File: src/rtl/dec_queue.sv
// Decode stage: decodes one RV32/RV64 instruction per cycle and buffers the
// decoded bundle in a DEPTH-entry FIFO between fetch and execute.
// Class one-hot bit 0 = IMM ... bit 11 = BR.
module dec_queue #(
    parameter int unsigned XLEN     = 64,
    parameter int unsigned DEPTH    = 4,
    parameter logic [63:0] RESET_PC = 64'h8000_0000
) (
    input  logic                    clk,
    input  logic                    rst_n,
    input  logic                    flush,
    input  logic                    in_vld,
    output logic                    in_rdy,
    input  logic [31:0]             in_inst,
    input  logic [XLEN-1:0]         in_pc,
    output logic                    out_vld,
    input  logic                    out_rdy,
    output logic [XLEN-1:0]         out_pc,
    output logic [31:0]             out_inst,
    output logic [4:0]              out_rd,
    output logic [4:0]              out_rs1,
    output logic [4:0]              out_rs2,
    output logic [XLEN-1:0]         out_imm,
    output logic [11:0]             out_cls,
    output logic [2:0]              out_func3,
    output logic [7:0]              out_flags,
    output logic [$clog2(DEPTH):0]  out_count
);

    localparam int unsigned AW = $clog2(DEPTH);
    localparam int unsigned CW = AW + 1;

    typedef enum int unsigned {
        CLS_IMM    = 0,
        CLS_JALR   = 1,
        CLS_LD     = 2,
        CLS_IMM_32 = 3,
        CLS_SYS    = 4,
        CLS_AUIPC  = 5,
        CLS_LUI    = 6,
        CLS_ST     = 7,
        CLS_JAL    = 8,
        CLS_OP     = 9,
        CLS_OP_32  = 10,
        CLS_BR     = 11
    } cls_e;

    typedef enum logic [6:0] {
        OPC_IMM    = 7'h13,
        OPC_JALR   = 7'h67,
        OPC_LD     = 7'h03,
        OPC_IMM_32 = 7'h1B,
        OPC_SYS    = 7'h73,
        OPC_AUIPC  = 7'h17,
        OPC_LUI    = 7'h37,
        OPC_ST     = 7'h23,
        OPC_JAL    = 7'h6F,
        OPC_OP     = 7'h33,
        OPC_OP_32  = 7'h3B,
        OPC_BR     = 7'h63
    } opc_e;

    // Queue state
    logic [AW-1:0]   wr_ptr_q, wr_ptr_d;
    logic [AW-1:0]   rd_ptr_q, rd_ptr_d;
    logic [CW-1:0]   count_q,  count_d;

    logic [XLEN-1:0] pc_q    [DEPTH];
    logic [31:0]     inst_q  [DEPTH];
    logic [XLEN-1:0] imm_q   [DEPTH];
    logic [11:0]     cls_q   [DEPTH];
    logic [7:0]      flags_q [DEPTH];

    // Decode results for the instruction currently offered
    logic [6:0]      dec_opc;
    logic [2:0]      dec_f3;
    logic [4:0]      dec_rd, dec_rs1;
    logic [11:0]     cls_raw, dec_cls;
    logic            rv64_only, dec_illegal;
    logic            rd_link, rs1_link;
    logic            dec_call, dec_ret, dec_ecall, dec_ebreak, dec_mret;
    logic            dec_dst_vld, dec_imm_vld;
    logic [31:0]     imm32;
    logic [63:0]     imm64;
    logic [XLEN-1:0] dec_imm;
    logic [7:0]      dec_flags;

    logic            push, pop;

    assign in_rdy    = (count_q != CW'(DEPTH));
    assign out_vld   = (count_q != '0);
    assign out_count = count_q;
    assign push      = in_vld & in_rdy & ~flush;
    assign pop       = out_vld & out_rdy & ~flush;

    // Instruction decode: class, legality, immediate and hint flags
    always_comb begin
        dec_opc = in_inst[6:0];
        dec_f3  = in_inst[14:12];
        dec_rd  = in_inst[11:7];
        dec_rs1 = in_inst[19:15];

        cls_raw = '0;
        case (dec_opc)
            OPC_IMM:    cls_raw[CLS_IMM]    = 1'b1;
            OPC_JALR:   cls_raw[CLS_JALR]   = 1'b1;
            OPC_LD:     cls_raw[CLS_LD]     = 1'b1;
            OPC_IMM_32: cls_raw[CLS_IMM_32] = 1'b1;
            OPC_SYS:    cls_raw[CLS_SYS]    = 1'b1;
            OPC_AUIPC:  cls_raw[CLS_AUIPC]  = 1'b1;
            OPC_LUI:    cls_raw[CLS_LUI]    = 1'b1;
            OPC_ST:     cls_raw[CLS_ST]     = 1'b1;
            OPC_JAL:    cls_raw[CLS_JAL]    = 1'b1;
            OPC_OP:     cls_raw[CLS_OP]     = 1'b1;
            OPC_OP_32:  cls_raw[CLS_OP_32]  = 1'b1;
            OPC_BR:     cls_raw[CLS_BR]     = 1'b1;
            default:    cls_raw = '0;
        endcase

        rv64_only = cls_raw[CLS_IMM_32] | cls_raw[CLS_OP_32]
                  | (cls_raw[CLS_LD] & ((dec_f3 == 3'b011) | (dec_f3 == 3'b110)))
                  | (cls_raw[CLS_ST] & (dec_f3 == 3'b011));

        dec_illegal = (in_inst[1:0] != 2'b11) | (cls_raw == '0)
                    | ((XLEN == 32) & rv64_only);

        // Illegal entries carry no class so every derived field sees "unknown"
        dec_cls = dec_illegal ? '0 : cls_raw;

        imm32 = '0;
        if (dec_cls[CLS_IMM] | dec_cls[CLS_JALR] | dec_cls[CLS_LD]
            | dec_cls[CLS_IMM_32] | dec_cls[CLS_SYS]) begin
            imm32 = {{20{in_inst[31]}}, in_inst[31:20]};
        end else if (dec_cls[CLS_AUIPC] | dec_cls[CLS_LUI]) begin
            imm32 = {in_inst[31:12], 12'b0};
        end else if (dec_cls[CLS_ST]) begin
            imm32 = {{20{in_inst[31]}}, in_inst[31:25], in_inst[11:7]};
        end else if (dec_cls[CLS_JAL]) begin
            imm32 = {{11{in_inst[31]}}, in_inst[31], in_inst[19:12],
                     in_inst[20], in_inst[30:21], 1'b0};
        end else if (dec_cls[CLS_BR]) begin
            imm32 = {{19{in_inst[31]}}, in_inst[31], in_inst[7],
                     in_inst[30:25], in_inst[11:8], 1'b0};
        end
        imm64   = {{32{imm32[31]}}, imm32};
        dec_imm = imm64[XLEN-1:0];

        rd_link  = (dec_rd  == 5'd1) | (dec_rd  == 5'd5);
        rs1_link = (dec_rs1 == 5'd1) | (dec_rs1 == 5'd5);
        dec_call = (dec_cls[CLS_JAL] & rd_link)
                 | (dec_cls[CLS_JALR] & rd_link & (~rs1_link | (dec_rs1 == dec_rd)));
        dec_ret  = dec_cls[CLS_JALR] & ~rd_link & rs1_link;

        dec_ecall  = (in_inst == 32'h0000_0073);
        dec_ebreak = (in_inst == 32'h0010_0073);
        dec_mret   = (in_inst == 32'h3020_0073);

        dec_dst_vld = ~(dec_cls[CLS_ST] | dec_cls[CLS_BR]
                      | (dec_cls[CLS_SYS] & (dec_f3 == 3'b000)));
        dec_imm_vld = ~(dec_cls[CLS_OP] | dec_cls[CLS_OP_32]
                      | (dec_cls[CLS_SYS] & ~in_inst[14]));

        dec_flags = {dec_illegal, dec_ebreak, dec_ecall, dec_mret,
                     dec_call, dec_ret, dec_dst_vld, dec_imm_vld};
    end

    // Next pointer/occupancy; flush overrides any same-cycle push or pop
    always_comb begin
        wr_ptr_d = wr_ptr_q;
        rd_ptr_d = rd_ptr_q;
        count_d  = count_q;
        if (flush) begin
            wr_ptr_d = '0;
            rd_ptr_d = '0;
            count_d  = '0;
        end else begin
            if (push) wr_ptr_d = wr_ptr_q + AW'(1);
            if (pop)  rd_ptr_d = rd_ptr_q + AW'(1);
            if (push & ~pop)      count_d = count_q + CW'(1);
            else if (pop & ~push) count_d = count_q - CW'(1);
        end
    end

    // Pointer and occupancy registers
    always_ff @(posedge clk or negedge rst_n) begin
        if (!rst_n) begin
            wr_ptr_q <= '0;
            rd_ptr_q <= '0;
            count_q  <= '0;
        end else begin
            wr_ptr_q <= wr_ptr_d;
            rd_ptr_q <= rd_ptr_d;
            count_q  <= count_d;
        end
    end

    // PC storage: the only payload field with a defined reset value
    always_ff @(posedge clk or negedge rst_n) begin
        if (!rst_n) begin
            for (int unsigned i = 0; i < DEPTH; i++) begin
                pc_q[i] <= RESET_PC[XLEN-1:0];
            end
        end else if (push) begin
            pc_q[wr_ptr_q] <= in_pc;
        end
    end

    // Decoded payload storage, written on push
    always_ff @(posedge clk) begin
        if (push) begin
            inst_q[wr_ptr_q]  <= in_inst;
            imm_q[wr_ptr_q]   <= dec_imm;
            cls_q[wr_ptr_q]   <= dec_cls;
            flags_q[wr_ptr_q] <= dec_flags;
        end
    end

    assign out_pc    = pc_q[rd_ptr_q];
    assign out_inst  = inst_q[rd_ptr_q];
    assign out_rd    = out_inst[11:7];
    assign out_rs1   = out_inst[19:15];
    assign out_rs2   = out_inst[24:20];
    assign out_func3 = out_inst[14:12];
    assign out_imm   = imm_q[rd_ptr_q];
    assign out_cls   = cls_q[rd_ptr_q];
    assign out_flags = flags_q[rd_ptr_q];

endmodule

File: config.mk
export PLATFORM = sky130hd
export DESIGN_NAME = dec_queue
export DESIGN_NICKNAME = d
export VERILOG_FILES = /design/src/rtl/dec_queue.sv
export SDC_FILE = /design/constraint.sdc
export NUM_CORES = 1
export LEC_CHECK = 0
export BUFFER_PORTS_ARGS = -buffer_cell sky130_fd_sc_hd__buf_2
export CAP_MARGIN = 25
export CELL_PAD_IN_SITES_DETAIL_PLACEMENT = 1
export CELL_PAD_IN_SITES_GLOBAL_PLACEMENT = 1
export CORE_MARGIN = 8
export CORE_UTILIZATION = 46
export DETAILED_ROUTE_END_ITERATION = 8
export PLACE_DENSITY_LB_ADDON = 0.15
export SLEW_MARGIN = 20
export SYNTH_ARGS = -nofsm -noshare
export SYNTH_HDL_FRONTEND = slang
export SYNTH_SLANG_ARGS = --single-unit
File: constraint.sdc
create_clock -name clk -period 3.4 [get_ports clk]
set_input_delay 0.17 -clock clk [delete_from_list [all_inputs] [get_ports clk]]
set_output_delay 0.17 -clock clk [all_outputs]
set_load 0.03 [all_outputs]
# Word level (Yosys, flattened, before mapping)
# Memory sizes are Yosys's and may differ from the RTL's.
# Cells that the tools add are included.
# op_classes
add_sub_neg,4
order_cmp,3
n_eq_ne,22
muxes,33
n_bitwise,37
n_reduce_logical,7
# op_table
operator,n
$bwmux 256,1
$mux 64,3
$mux 32,5
$bmux 64 s2,1
$demux 64 s2,1
$eq 32x21->1 const B,1
$eq 32x30->1 const B,1
$eq 32x7->1 const B,1
$eq 7x6->1 const B,4
$eq 7x7->1 const B,4
$eq 7x5->1 const B,3
$mux 1,14
$or 1x1->1,14
$and 1x1->1,13
$logic_not 12->1,1
$mux 12,1
$eq 5x1->1 const B,2
$eq 5x3->1 const B,2
$mux 3,3
$mux 2,4
$not 1->1,8
$eq 7x2->1 const B,1
$ge 3x3->1 const B,2
$not 2->3,2
other kinds (11),14
# word_totals
regBits,263
ramBits,464
inputBits,101
out_inout_bits,203
memories,4
# memory_table
memory,depth,word_bits,rd,rd_ports_with_merged_regs,write_ports,line,source
imm_q,4,64,1,0,1,70,logic [XLEN-1:0] imm_q [DEPTH];
inst_q,4,32,1,0,1,69,logic [31:0] inst_q [DEPTH];
cls_q,4,12,1,0,1,71,logic [11:0] cls_q [DEPTH];
flags_q,4,8,1,0,1,72,logic [7:0] flags_q [DEPTH];

# Depth between registers and ports, before layout
# Gate-level depths: netlist (run 1).
# depth
word_depth,10
depth_mapped,8
ltp_nobuf,8

# Least setup slack after synthesis (run 1)
# OpenSTA, ideal clock, no wires.
# synth_path
path_type,register to register
from,"register count_q[2], in the netlist out_count[2]"
to,memory cls_q[0][0] (enable)
setup_time_ns,0.438
t_arrival_ns,3.186
slack_ns,-0.224
stages_incl_launch_ff,7
synth_period_minus_slack_ns,3.624
path_cell_list,dfrtp_1 -> or3b_4 -> and3b_4 -> nand2_4 -> buf_12 -> buf_12 -> inv_1
# synth_between
elab_chain_len,5
# synth_lines
element,line,source
"start, declared",66,"logic [CW-1:0] count_q, count_d;"
"start signal, assigned",193,count_q <= count_d;
$ne 3x3->1,90,assign in_rdy = (count_q != CW'(DEPTH));
via in_rdy,13,"output logic in_rdy,"
$and 1x1->1 (2 in series),93,assign push = in_vld & in_rdy & ~flush;
$mux 1,210,if (push) begin
$mux 1 (not written as such),213,cls_q[wr_ptr_q] <= dec_cls;
"end, declared",71,
# The timed path passes the listed nets, and every way through them passes these cells.

# Final worst setup path (run 1)
# layout_path
from,"register count_q[2], in the netlist out_count[2]"
to,"register count_q[2], in the netlist out_count[2]"
# layout_between
elab_chain_len,7
word_cells_on_any_way,16
cone_classes,2 x add/sub; 1 x eq/ne; 3 x mux; 8 x bitwise; 2 x reduce/logical
# layout_lines
element,line,source
$reduce_bool 3->1,91,assign out_vld = (count_q != '0);
$and 1x1->1 (2 in series),94,assign pop = out_vld & out_rdy & ~flush;
$not 1->1,179,if (push & ~pop) count_d = count_q + CW'(1);
$and 1x1->1,179,
$mux 3,179,
$mux 3,172,if (flush) begin
# Several ways; a longest one is shown, not always the timed one. The select of a mux whose other input is x is not followed.
# A chain may end at the register's enable or synchronous reset.

==> results of run 1 <==
[placed cells by master (no fill, tap or decap), types with 11 or more instances in the layout]
cell type      instances
mux4_2               148
nor2_1                23
clkbuf_16             69
a21o_1                19
dlygate4sd3_1        100
clkbuf_1              11
buf_2                302
buf_4                 18
edfxtp_1             336
mux2_4               196
nand2_1               15
dfrtp_1              257
buf_12                17
clkbuf_8              14
mux2_2                63
nor3_1                12
[cell usage after synthesis, types with 3 or more instances]
cell	n	area share, %
dfrtp_1	259	25
inv_1	12	0.17
buf_2	17	0.33
buf_4	54	1.6
a21oi_1	7	0.14
buf_12	24	1.9
mux4_2	148	13
nand4_1	3	0.073
and3_1	8	0.19
edfxtp_1	336	39
nor2_1	23	0.33
nand2_1	15	0.22
mux2_2	63	2.7
a32o_1	4	0.16
xnor2_1	7	0.24
or3_1	3	0.073
buf_1	11	0.16
nand2_4	4	0.17
ha_1	4	0.19
and2_1	3	0.073
mux2_4	196	11
nor3_1	12	0.23
nor4_1	5	0.12
nand3_1	5	0.097
dfstp_2	4	0.41
a21o_1	19	0.55
clkbuf_1	17	0.25
[worst max path at each step]
| stage | slack, ps | end |
|---|---|---|
| floorplan | 90 | cls_q[0][0]$_DFFE_PP_ |
| CTS | 460 | out_count[2]$_DFFE_PN0P_ |
| global placement | 920 | imm_q[0][23]$_DFFE_PP_ |
| finish | 450 | out_count[2]$_DFFE_PN0P_ |
| detailed placement | 910 | imm_q[0][24]$_DFFE_PP_ |
| global route | 150 | out_count[2]$_DFFE_PN0P_ |
[routing by layer]
metal / up-vias / share of wire [%] / track usage (%)
met3: 101 / 6.4 / 5.44
met5: - / 0.021 / 0
met4: 2 / 2.4 / 5.67
met2: 353 / 49 / 32.7
met1: 7090 / 42 / 25.7
li1: 5800 / - / -
[worst register-to-register path: cells and delay by family, from the launching register on]
family	cells	cell delay, ps
adders and majority gates	1	420
buffers and inverters	1	600
AOI/OAI and AO/OA	1	280
DFF	1	450
and+or+nand+nor	5	1020
xor gates and xnor gates	1	120
[kinds of logic after synthesis]
| kind of cell | count (synthesis) | synth area share (%) |
|---|---|---|
| compound gates | 44 | 1.26 |
| xor+xnor | 9 | 0.305 |
| fa+ha+maj | 6 | 0.310 |
| buf+inv | 135 | 4.34 |
| flops | 599 | 64.6 |
| mux | 408 | 27.1 |
| simple gates | 97 | 2.12 |
[final cells by class]
class / count / area, µm² / share of cell area (%)
well taps: 756 / 946 / 3.06
diodes: 1 / 2.50 / 0.00811
repair buffers: 438 / 3000 / 9.73
multi-input cells: 564 / 8030 / 26.0
flip-flops and latches: 599 / 16700 / 54.1
clock buffers: 94 / 1960 / 6.35
clock inverters: 26 / 181 / 0.588
inverters: 12 / 60.1 / 0.195
[sequential cells by signal, indices dropped and copies added, names as in the netlist]
signal,cells
imm_q,128
flags_q,32
rd_ptr_q,2
out_count,3
inst_q,128
cls_q,48
pc_q,256
wr_ptr_q,2
[per-stage QoR]
| stage | hold slack [ps] | total power, W | setup WS (ps) |
|---|---|---|---|
| detailed placement | 256 | 0.0200 | 908 |
| global placement | 255 | 0.0198 | 919 |
| global route | 66.1 | 0.0281 | 149 |
| CTS | 48.8 | 0.0273 | 464 |
| floorplan | -126 | 0.0176 | 88.4 |
| finish | 93.8 | 0.0269 | 445 |
[power groups by stage]
| stage | sequential (W) | combinational [W] | clock [W] |
|---|---|---|---|
| 2_1_floorplan | 0.00998 | 0.00762 | 0 |
| 3_3_place_gp | 0.0102 | 0.00959 | 0 |
| 3_5_place_dp | 0.0103 | 0.00970 | 0 |
| 4_1_cts | 0.0102 | 0.00983 | 0.00721 |
| 5_1_grt | 0.0104 | 0.0102 | 0.00744 |
| 6_report | 0.0102 | 0.00964 | 0.00702 |
==> PnR_summary.wiki, run 1 <==
{| class="wikitable"
! Metric !! Value
|-
| Outcome || complete, no violations
|-
| Fraction of the yosys area taken by sequential cells || approximately 65%
|-
| Starting utilization of the core area || a little under half
|-
| Maximum fanout along the worst path || 6
|-
| Worst reg2reg path depth || 9
|-
| Drt wl/cell || between 20 and 30 µm
|-
| HPWL after DPL || 39600 µm
|-
| First-pass GRT wire length || 96900 µm
|-
| Critical path buffer and inverter count || 1
|-
| Remaining antenna violation count after routing || 0
|-
| Total power divided by cell area || 871 nW/µm²
|-
| Worst endpoint required time || ~4000 ps
|-
| Core Util, Final || a little under three fifths
|-
| Ratio of cells with drive above 1 in the final layout || 50.0%
|-
| Highest-delay cell along the critical path || dlygate4sd3_1
|-
| GP Congestion || 0.764
|-
| Worst Hold Launch || in_inst[3]
|-
| Sequential share of power || 38.1%
|-
| Switch Pwr || 0.00912 W
|-
| Number of buffers inserted by port buffering || 303
|-
| Clock net sink count || 599
|-
| Die ar. || 64000 µm²
|-
| Share of synthesized registers carrying an async set or reset || a little over two fifths
|-
| Core outline area || 56000 µm²
|-
| Die outline width || 253 µm
|-
| Post-CTS Hold Fix Bufs || 100
|-
| WHS Endpoint || inst_q[3][3]$_DFFE_PP_
|-
| Post-synthesis cell area || approximately 26000 µm²
|-
| Net switching share of the total power || between 30% and 40%
|-
| Worst slew margin || between 40% and 50%
|-
| Post-route cell area || 30900 µm²
|-
| Count of pins on the block boundary || 304
|-
| Number of enable flip-flop cells after synthesis || around 340
|-
| Worst hold path stage count || 2
|-
| Root buffer cell || clkbuf_16
|-
| Cells after Synth || 1298
|-
| Delay of the slowest cell on the worst path || about 600 ps
|-
| Number of failing hold endpoints at the final stage || 0
|-
| Number of cells on the critical path || 9
|-
| Clock Power Share || between 20% and 30%
|-
| Startpoint types || register
|-
| Setup-violating endpoint count in the final report || 0
|-
| Number of filler cells placed in the layout || 5101
|-
| Critical setup path kind || reg -> reg
|-
| Number of DRC markers after the initial detailed-route iteration || 749
|-
| Overall track demand over capacity in global routing || ~20%
|-
| Number of max-cap violations || 0
|-
| Synthesis-to-layout area growth || 19.5%
|-
| Slew of the pin with the lowest slew margin || 794 ps
|-
| Non-filler cells in the finished layout || 2490
|-
| Final-report max-slew violation count || 0
|-
| Longest Clk Path Bufs || 3
|-
| Layout Skew || 17.4 ps
|-
| Count of synthesis-stage warnings from yosys || 0
|-
| Die Height || around 250 µm
|-
| Peak VDD IR || between 0.0004 and 0.0005 V
|-
| Power share of the combinational group || 35.8%
|-
| Class of the tightest hold or removal check || in -> reg
|-
| Row cnt || 87
|-
| Synth Flop Type || edfxtp_1
|-
| Nature of the critical path endpoint || register
|-
| Leftover overflow at the end of global routing || 0
|-
| Internal power of the cells || between 0.015 and 0.02 W
|-
| Drt pass-1 iters || 4
|-
| Critical register-to-register path startpoint || out_count[2]$_DFFE_PN0P_
|-
| PostCTS Resize Cnt || 0
|-
| Critical path, cell by cell || or3b_4 -> and3b_4 -> and2_1 -> fa_1 -> nand2_1 -> xnor2_1 -> nor2_1 -> a2111oi_0 -> dlygate4sd3_1
|-
| Total via count in the routed design || 13300
|-
| Highest clock frequency the design can meet || 338 MHz
|-
| TritonCTS clock tree || done
|-
| Clock slew seen by the registers of the worst setup and hold paths || about 60 ps
|-
| Synth unique cells || 54
|-
| Aggregate routed wire length || approximately 62000 µm
|-
| Number of setup buffers added after CTS || 0
|-
| Maximum number of pins on one net before global-route repair || 94
|-
| Critical path data arrival time || 3480 ps
|-
| Number of remaining DRC errors || 0
|-
| First element of the critical path || out_count[2]$_DFFE_PN0P_
|-
| Unrepaired setup endpoints after global routing || no
|-
| Number of global-route vias before repair || around 15000
|-
| Final Critical Period || around 3000 ps
|-
| Number of placed cells counting well taps || approximately 2300
|-
| Family of cells with the greatest summed delay on the critical path || simple AND/OR/NAND/NOR gates
|-
| FF-to-FF setup slack || ~450 ps
|-
| Final-layout setup total negative slack || 0 ps
|-
| CTS H-Tree Depth || 3
|-
| Number of synthesized register bits || 599
|-
| Syn_nets || 1404
|-
| Initial antenna violation count || 2
|-
| Placed cell areas || approximately 28000 µm²
|-
| Net count of the finished layout || 1788
|-
| CTS Buf Count || 67
|-
| Post-synthesis area per instance || 19.9 µm²
|-
| Portion of the clock cycle consumed by the worst path in the final layout || 86.9%
|-
| Via-to-Cell Ratio || 5.36
|-
| Clock insertion delay at the later pin of the skew report || 610 ps
|-
| Pleak || between 10 and 15 nW
|-
| End of the worst register-to-register path || out_count[2]$_DFFE_PN0P_
|}
(Power assumes the default switching activity.)
==> run 2, diff against run 1 <==
- RECOVER_POWER: not set -> 100
==> run 2 against run 1 <==
  * The flow now finishes with violations (max-capacitance violations, max-slew violations)
  * Combinational power is 12% lower
  * Register-to-register slack lost 120 ps
  * Clock skew about the same
  * Largest power group unchanged
==> PnR_summary.wiki, run 2 (same netlist as run 1, synthesis figures left out) <==
{| class="wikitable"
! Metric !! Value
|-
| Count of pins on the block boundary || 304 (unchanged)
|-
| Worst Hold Launch || in_inst[3] (unchanged)
|-
| First element of the critical path || out_count[1]$_DFFE_PN0P_ (was out_count[2]$_DFFE_PN0P_)
|-
| Ratio of cells with drive above 1 in the final layout || 27.2% (was 50.0%)
|-
| Setup-violating endpoint count in the final report || 0 (unchanged)
|-
| Number of filler cells placed in the layout || 5334 (was 5101)
|-
| Die ar. || 64000 µm² (unchanged)
|-
| Wire length the detailed router placed on met1 || 25900 µm (about the same)
|-
| Total power divided by cell area || 867 nW/µm² (was 871 nW/µm²)
|-
| Initial antenna violation count || 2 (unchanged)
|-
| TritonCTS clock tree || done (unchanged)
|-
| Number of failing hold endpoints at the final stage || 0 (unchanged)
|-
| Setup Slack @ Placement || 908 ps (unchanged)
|-
| Total via count in the routed design || 13300 (about the same)
|-
| Worst Setup Slack, final || 326 ps (was 445 ps)
|-
| Number of remaining DRC errors || 0 (unchanged)
|-
| Drt pass-1 iters || 5 (was 4)
|-
| Number of setup buffers added after CTS || 0 (unchanged)
|-
| Clock net sink count || 599 (unchanged)
|-
| Number of max-cap violations || 1 (was 0)
|-
| Post-route cell area || 29700 µm² (was 30900 µm²)
|-
| Synthesis-to-layout area growth || 14.9% (was 19.5%)
|-
| Outcome || finished with violations (was complete, no violations)
|-
| Worst endpoint required time || 3870 ps (was 3930 ps)
|-
| DR top layer || met5 (unchanged)
|-
| Highest-delay cell along the critical path || buf_2 (was dlygate4sd3_1)
|-
| Clock insertion delay at the later pin of the skew report || 610 ps (about the same)
|-
| Critical path data arrival time || 3550 ps (was 3480 ps)
|-
| First-pass GRT wire length || 96900 µm (unchanged)
|-
| DR WL met2 || 30900 µm (was 30800 µm)
|-
| Worst slew margin || -65.9% (was 46.9%)
|-
| Portion of the clock cycle consumed by the worst path in the final layout || 90.4% (was 86.9%)
|-
| Number of flip-flops under the largest register name || 256 (unchanged)
|-
| Failing checks || max-capacitance violations, max-slew violations
|-
| Number of buffers inserted by port buffering || 303 (unchanged)
|-
| Leftover overflow at the end of global routing || 0 (unchanged)
|-
| Register name with the most flops || pc_q (unchanged)
|-
| Number of DRC markers after the initial detailed-route iteration || 708 (was 749)
|-
| Critical path buffer and inverter count || 1 (unchanged)
|-
| Startpoint types || register (unchanged)
|-
| Final-report max-slew violation count || 93 (was 0)
|-
| Core outline area || 56000 µm² (unchanged)
|-
| Placed cell areas || 27700 µm² (unchanged)
|-
| Slew of the pin with the lowest slew margin || 2490 ps (was 794 ps)
|-
| Class of the tightest hold or removal check || in -> reg (unchanged)
|-
| Critical path, cell by cell || or3b_1 -> and3b_4 -> nand2_2 -> buf_2 -> mux2_1 (was or3b_4 -> and3b_4 -> and2_1 -> fa_1 -> nand2_1 -> xnor2_1 -> nor2_1 -> a2111oi_0 -> dlygate4sd3_1)
|-
| Critical register-to-register path startpoint || out_count[1]$_DFFE_PN0P_ (was out_count[2]$_DFFE_PN0P_)
|-
| Number of global-route vias before repair || 15100 (unchanged)
|-
| Most frequent cells in the layout || edfxtp_1, dfrtp_1, clkbuf_1 (was edfxtp_1, buf_2, dfrtp_1)
|-
| Via-to-Cell Ratio || 5.34 (was 5.36)
|-
| Overall track demand over capacity in global routing || 19.8% (unchanged)
|-
| Critical setup path kind || reg -> reg (unchanged)
|-
| Leading cell type in the layout, fill and taps excluded || edfxtp_1 (unchanged)
|-
| Highest clock frequency the design can meet || 325 MHz (was 338 MHz)
|-
| CTS Buf Count || 67 (unchanged)
|-
| Final-layout setup total negative slack || 0 ps (unchanged)
|-
| Longest Clk Path Bufs || 3 (unchanged)
|-
| Net count of the finished layout || 1788 (unchanged)
|-
| Remaining antenna violation count after routing || 0 (unchanged)
|-
| Pleak || 11.4 nW (was 12.8 nW)
|-
| Die outline width || 253 µm (unchanged)
|-
| Family of cells with the greatest summed delay on the critical path || simple AND/OR/NAND/NOR gates (unchanged)
|-
| PostCTS Resize Cnt || 0 (unchanged)
|-
| Post-CTS Hold Fix Bufs || 100 (unchanged)
|-
| Clock slew seen by the registers of the worst setup and hold paths || 60 ps (about the same)
|-
| Maximum number of pins on one net before global-route repair || 94 (unchanged)
|-
| Nature of the critical path endpoint || register (unchanged)
|-
| Number of placed cells counting well taps || 2269 (unchanged)
|-
| Maximum fanout along the worst path || 27 (was 6)
|-
| Delay of the slowest cell on the worst path || 730 ps (was 600 ps)
|-
| HPWL after DPL || 39600 µm (unchanged)
|-
| Drt wl/cell || 24.9 µm (was 25.0 µm)
|-
| Unrepaired setup endpoints after global routing || no (unchanged)
|-
| Row cnt || 87 (unchanged)
|-
| Worst slack on hold paths || 292 ps (was 93.8 ps)
|-
| Layout Skew || 17.6 ps (was 17.4 ps)
|-
| Die Height || 253 µm (unchanged)
|-
| GP Congestion || 0.764 (unchanged)
|-
| Root buffer cell || clkbuf_16 (unchanged)
|-
| Aggregate routed wire length || 62000 µm (was 62300 µm)
|-
| Peak VDD IR || 0.000491 V (was 0.000497 V)
|-
| Final Critical Period || 3070 ps (was 2950 ps)
|-
| Top Registers || pc_q (256), imm_q (128), inst_q (128) (unchanged)
|-
| CTS H-Tree Depth || 3 (unchanged)
|-
| Met3 Routed Length || 3700 µm (was 3980 µm)
|-
| Non-filler cells in the finished layout || 2490 (unchanged)
|-
| Starting utilization of the core area || 46.2% (unchanged)
|}
==> run 2: worst paths after layout <==
check,slack [ps],cells past startpoint,end
setup / recovery,330,5,pc_q[237]$_DFFE_PN0P_
hold / removal,290,3,cls_q[2][4]$_DFFE_PP_
setup reg to reg,330,5,pc_q[237]$_DFFE_PN0P_
hold reg to reg,490,1,pc_q[103]$_DFFE_PN0P_
max in group asynchronous,580,3,pc_q[201]$_DFFE_PN0P_
min in group asynchronous,860,2,pc_q[240]$_DFFE_PN0P_
==> run 2: power breakdown <==
| part | leakage, nW | internal [W] | switching [W] | total (W) |
|---|---|---|---|---|
| Sequential | 6.36 | 0.00932 | 0.000872 | 0.0102 |
| Clock | 1.05 | 0.00410 | 0.00290 | 0.00701 |
| Combinational | 3.95 | 0.00324 | 0.00527 | 0.00851 |
| Total | 11.4 | 0.0167 | 0.00905 | 0.0257 |
==> run 2: final cells by class <==
type                            instances  area, µm²  share of cell area [%]
Antenna cell                            1       2.50                 0.00843
Clock buffer                           94       1960                    6.61
Clock inverter                         26        181                   0.612
Inverter                               12       50.0                   0.169
Multi-Input combinational cell        564       7320                    24.7
Sequential cell                       599      16700                    56.2
Tap cell                              756        946                    3.19
Timing Repair Buffer                  438       2530                    8.53
==> run 2: per-stage QoR <==
step | utilization, % | power [W]
after floorplan | - | 0.0176
after global routing | 53.0 | 0.0269
after detailed placement | 49.5 | 0.0200
final | 53.0 | 0.0257
after CTS | 55.2 | 0.0273
after global placement | 49.5 | 0.0198
==> run 2: worst min-delay path: cells and delay by family <==
kind | cells | cell delay [ps]
simple gates | 2 | 380
buf+inv | 1 | 150
==> run 2: metal layers <==
layer	track usage, %	vias up
met2	32.7	315
met5	0	-
met3	5.44	101
met1	25.7	7066
li1	-	5816
met4	5.67	2
==> run 3, diff against run 2 <==
- CORE_MARGIN: 8 -> 2
- CORE_UTILIZATION: 46 -> 51
- PLACE_DENSITY: not set -> 0.87
- PLACE_DENSITY_LB_ADDON: 0.15 -> not set
- clock period: 3.4 -> 3.2 ns (I/O delays scaled with it)
==> run 3 against run 2 <==
  * The flow still finishes with violations (max-capacitance violations, max-slew violations)
  * Clock-buffer cell count decreased by 7
  * Total power increased by 8.2%
  * Sequential share of layout area about the same
  * Core utilization increased by 6.2 points
  * First-iteration DRC count increased by 47%
  * Non-clock buffer count decreased by 5
  * Fmax increased by 5.0%
  * Die area decreased by 18%
  * Wire length increased by 7.9%
  * Cell count decreased by 3.7%
  * Clock power increased by 8.1%
  * Global-route usage increased by 6.3 points
  * Critical endpoint is now cls_q[2][9]$_DFFE_PP_
  * Largest cell class unchanged
==> PnR_summary.wiki, run 3 (same netlist as run 1, synthesis figures left out) <==
{| class="wikitable"
! Metric !! Value
|-
| Slew of the pin with the lowest slew margin || 2360 ps (was 2490 ps)
|-
| Startpoint types || register (unchanged)
|-
| Number of remaining DRC errors || 0 (unchanged)
|-
| CTS Buf Count || 66 (was 67)
|-
| Setup Slack @ Placement || 658 ps (was 908 ps)
|-
| Core outline area || 50100 µm² (was 56000 µm²)
|-
| Net switching share of the total power || 35.6% (was 35.2%)
|-
| Clock slew seen by the registers of the worst setup and hold paths || 60 ps (about the same)
|-
| Remaining antenna violation count after routing || 0 (unchanged)
|-
| Power share of the combinational group || 33.1% (about the same)
|-
| End of the worst register-to-register path || cls_q[2][9]$_DFFE_PP_ (was pc_q[237]$_DFFE_PN0P_)
|-
| Die outline width || 229 µm (was 253 µm)
|-
| Final-report max-slew violation count || 91 (was 93)
|-
| Root buffer cell || clkbuf_16 (unchanged)
|-
| Register name with the most flops || pc_q (unchanged)
|-
| Critical register-to-register path startpoint || out_count[0]$_DFFE_PN0P_ (was out_count[1]$_DFFE_PN0P_)
|-
| Row cnt || 82 (was 87)
|-
| Total via count in the routed design || 13900 (was 13300)
|-
| Post-CTS Hold Fix Bufs || 99 (was 100)
|-
| PostCTS Resize Cnt || 0 (unchanged)
|-
| WHS Endpoint || pc_q[120]$_DFFE_PN0P_ (was cls_q[2][4]$_DFFE_PP_)
|-
| Number of buffers inserted by port buffering || 303 (unchanged)
|-
| Leftover overflow at the end of global routing || 0 (unchanged)
|-
| Highest clock frequency the design can meet || 342 MHz (was 325 MHz)
|-
| HPWL after DPL || 40700 µm (was 39600 µm)
|-
| Final Critical Period || 2930 ps (was 3070 ps)
|-
| Initial antenna violation count || 3 (was 2)
|-
| Most frequent cells in the layout || edfxtp_1, dfrtp_1, mux2_1 (was edfxtp_1, dfrtp_1, clkbuf_1)
|-
| Worst slack on hold paths || 373 ps (was 292 ps)
|-
| Switch Pwr || 0.00990 W (was 0.00905 W)
|-
| Starting utilization of the core area || 51.6% (was 46.2%)
|-
| Worst hold path stage count || 3 (unchanged)
|-
| Outcome || finished with violations (unchanged)
|-
| Unrepaired setup endpoints after global routing || no (unchanged)
|-
| Critical path data arrival time || 3090 ps (was 3550 ps)
|-
| Clock net sink count || 599 (unchanged)
|-
| Internal power of the cells || 0.0179 W (was 0.0167 W)
|-
| Clock Power Share || 27.2% (was 27.3%)
|-
| Number of DRC markers after the initial detailed-route iteration || 1040 (was 708)
|-
| Clock insertion delay at the later pin of the skew report || 590 ps (was 610 ps)
|-
| Via-to-Cell Ratio || 5.78 (was 5.34)
|-
| Number of global-route vias before repair || 15800 (was 15100)
|-
| Post-route cell area || 29700 µm² (about the same)
|-
| Number of failing hold endpoints at the final stage || 0 (unchanged)
|-
| GP Congestion || 0.815 (was 0.764)
|-
| FF-to-FF setup slack || 270 ps (was 330 ps)
|-
| Setup-violating endpoint count in the final report || 0 (unchanged)
|-
| TritonCTS clock tree || done (unchanged)
|-
| Final-layout setup total negative slack || 0 ps (unchanged)
|-
| Worst reg2reg path depth || 5 (unchanged)
|-
| Critical setup path kind || reg -> reg (unchanged)
|-
| Nature of the critical path endpoint || register (unchanged)
|-
| Top Registers || pc_q (256), imm_q (128), inst_q (128) (unchanged)
|-
| Placed cell areas || 27600 µm² (was 27700 µm²)
|-
| Worst Setup Slack, final || 273 ps (was 326 ps)
|-
| First element of the critical path || out_count[0]$_DFFE_PN0P_ (was out_count[1]$_DFFE_PN0P_)
|-
| Longest Clk Path Bufs || 3 (unchanged)
|-
| Worst Hold Launch || in_pc[56] (was in_inst[3])
|-
| Die ar. || 52500 µm² (was 64000 µm²)
|-
| Ratio of cells with drive above 1 in the final layout || 28.6% (was 27.2%)
|-
| Aggregate routed wire length || 66800 µm (was 62000 µm)
|-
| Number of flip-flops under the largest register name || 256 (unchanged)
|-
| Layout Skew || 20.9 ps (was 17.6 ps)
|-
| Number of max-cap violations || 1 (unchanged)
|-
| Delay of the slowest cell on the worst path || 620 ps (was 730 ps)
|-
| Worst slew margin || -57.2% (was -65.9%)
|-
| Pleak || 11.5 nW (was 11.4 nW)
|-
| Portion of the clock cycle consumed by the worst path in the final layout || 91.5% (was 90.4%)
|-
| Number of setup buffers added after CTS || 0 (unchanged)
|-
| Failing checks || max-capacitance violations, max-slew violations (unchanged)
|-
| Class of the tightest hold or removal check || in -> reg (unchanged)
|-
| Drt pass-1 iters || 5 (unchanged)
|-
| Count of pins on the block boundary || 304 (unchanged)
|-
| Highest-delay cell along the critical path || clkbuf_2 (was buf_2)
|-
| Critical path, cell by cell || or3b_1 -> and3b_1 -> nand2_1 -> clkinvlp_4 -> clkbuf_2 (was or3b_1 -> and3b_4 -> nand2_2 -> buf_2 -> mux2_1)
|-
| Leading cell type in the layout, fill and taps excluded || edfxtp_1 (unchanged)
|-
| Overall track demand over capacity in global routing || 26.2% (was 19.8%)
|-
| Synthesis-to-layout area growth || 14.9% (about the same)
|-
| Peak VDD IR || 0.000597 V (was 0.000491 V)
|-
| CTS H-Tree Depth || 3 (unchanged)
|-
| Drt wl/cell || 27.9 µm (was 24.9 µm)
|-
| First-pass GRT wire length || 103000 µm (was 96900 µm)
|-
| Maximum number of pins on one net before global-route repair || 93 (was 94)
|-
| Sequential share of power || 39.6% (about the same)
|-
| Total power divided by cell area || 938 nW/µm² (was 867 nW/µm²)
|-
| Maximum fanout along the worst path || 25 (was 27)
|-
| Net count of the finished layout || 1782 (was 1788)
|-
| Die Height || 229 µm (was 253 µm)
|-
| Worst endpoint required time || 3360 ps (was 3870 ps)
|}
-- run 3: worst max-delay path: cells and delay by family (launching register included) --
family                 cells  cell delay [ps]
DFF                        1              440
and+or+nand+nor            3              970
buffers and inverters      2             1070
-- run 3: worst max path at each step --
stage,to,cells past startpoint
final,cls_q[2][9]$_DFFE_PP_,5
after global routing,out_inst[17],3
after CTS,out_flags[1],3
after detailed placement,out_count[2]$_DFFE_PN0P_,8
after global placement,out_count[2]$_DFFE_PN0P_,8
after floorplan,cls_q[0][0]$_DFFE_PP_,6
-- run 3: routing by layer --
layer	track usage, %	part of all wire (%)	up-vias
li1	-	-	5807
met1	33.4	40	7438
met2	44.6	51	498
met3	6.36	6.5	124
met4	7.69	2.9	2
met5	0	0.010	-
-- run 3: layout make-up --
type	count	area (µm²)
fillers	4582	20400
flip-flops and latches	599	16700
multi-input cells	564	7300
repair buffers	433	2640
clock buffers	87	1850
well taps	672	841
clock inverters	26	280
inverters	12	60.1
diodes	5	12.5
-- run 3: power groups by stage --
stage          clock [W]  sequential (W)  combinational [W]
2_1_floorplan          0          0.0106            0.00809
3_3_place_gp           0          0.0109             0.0100
3_5_place_dp           0          0.0111             0.0103
4_1_cts          0.00774          0.0110             0.0104
5_1_grt          0.00801          0.0112            0.00971
6_report         0.00758          0.0110            0.00922
-- run 3: metrics by stage --
stage	power, W	cells	utilization [%]
after floorplan	0.0187	1298	-
after global placement	0.0209	2181	55.1
after detailed placement	0.0213	2181	55.1
after CTS	0.0292	2393	61.3
after global routing	0.0289	2395	59.2
final	0.0278	2398	59.2
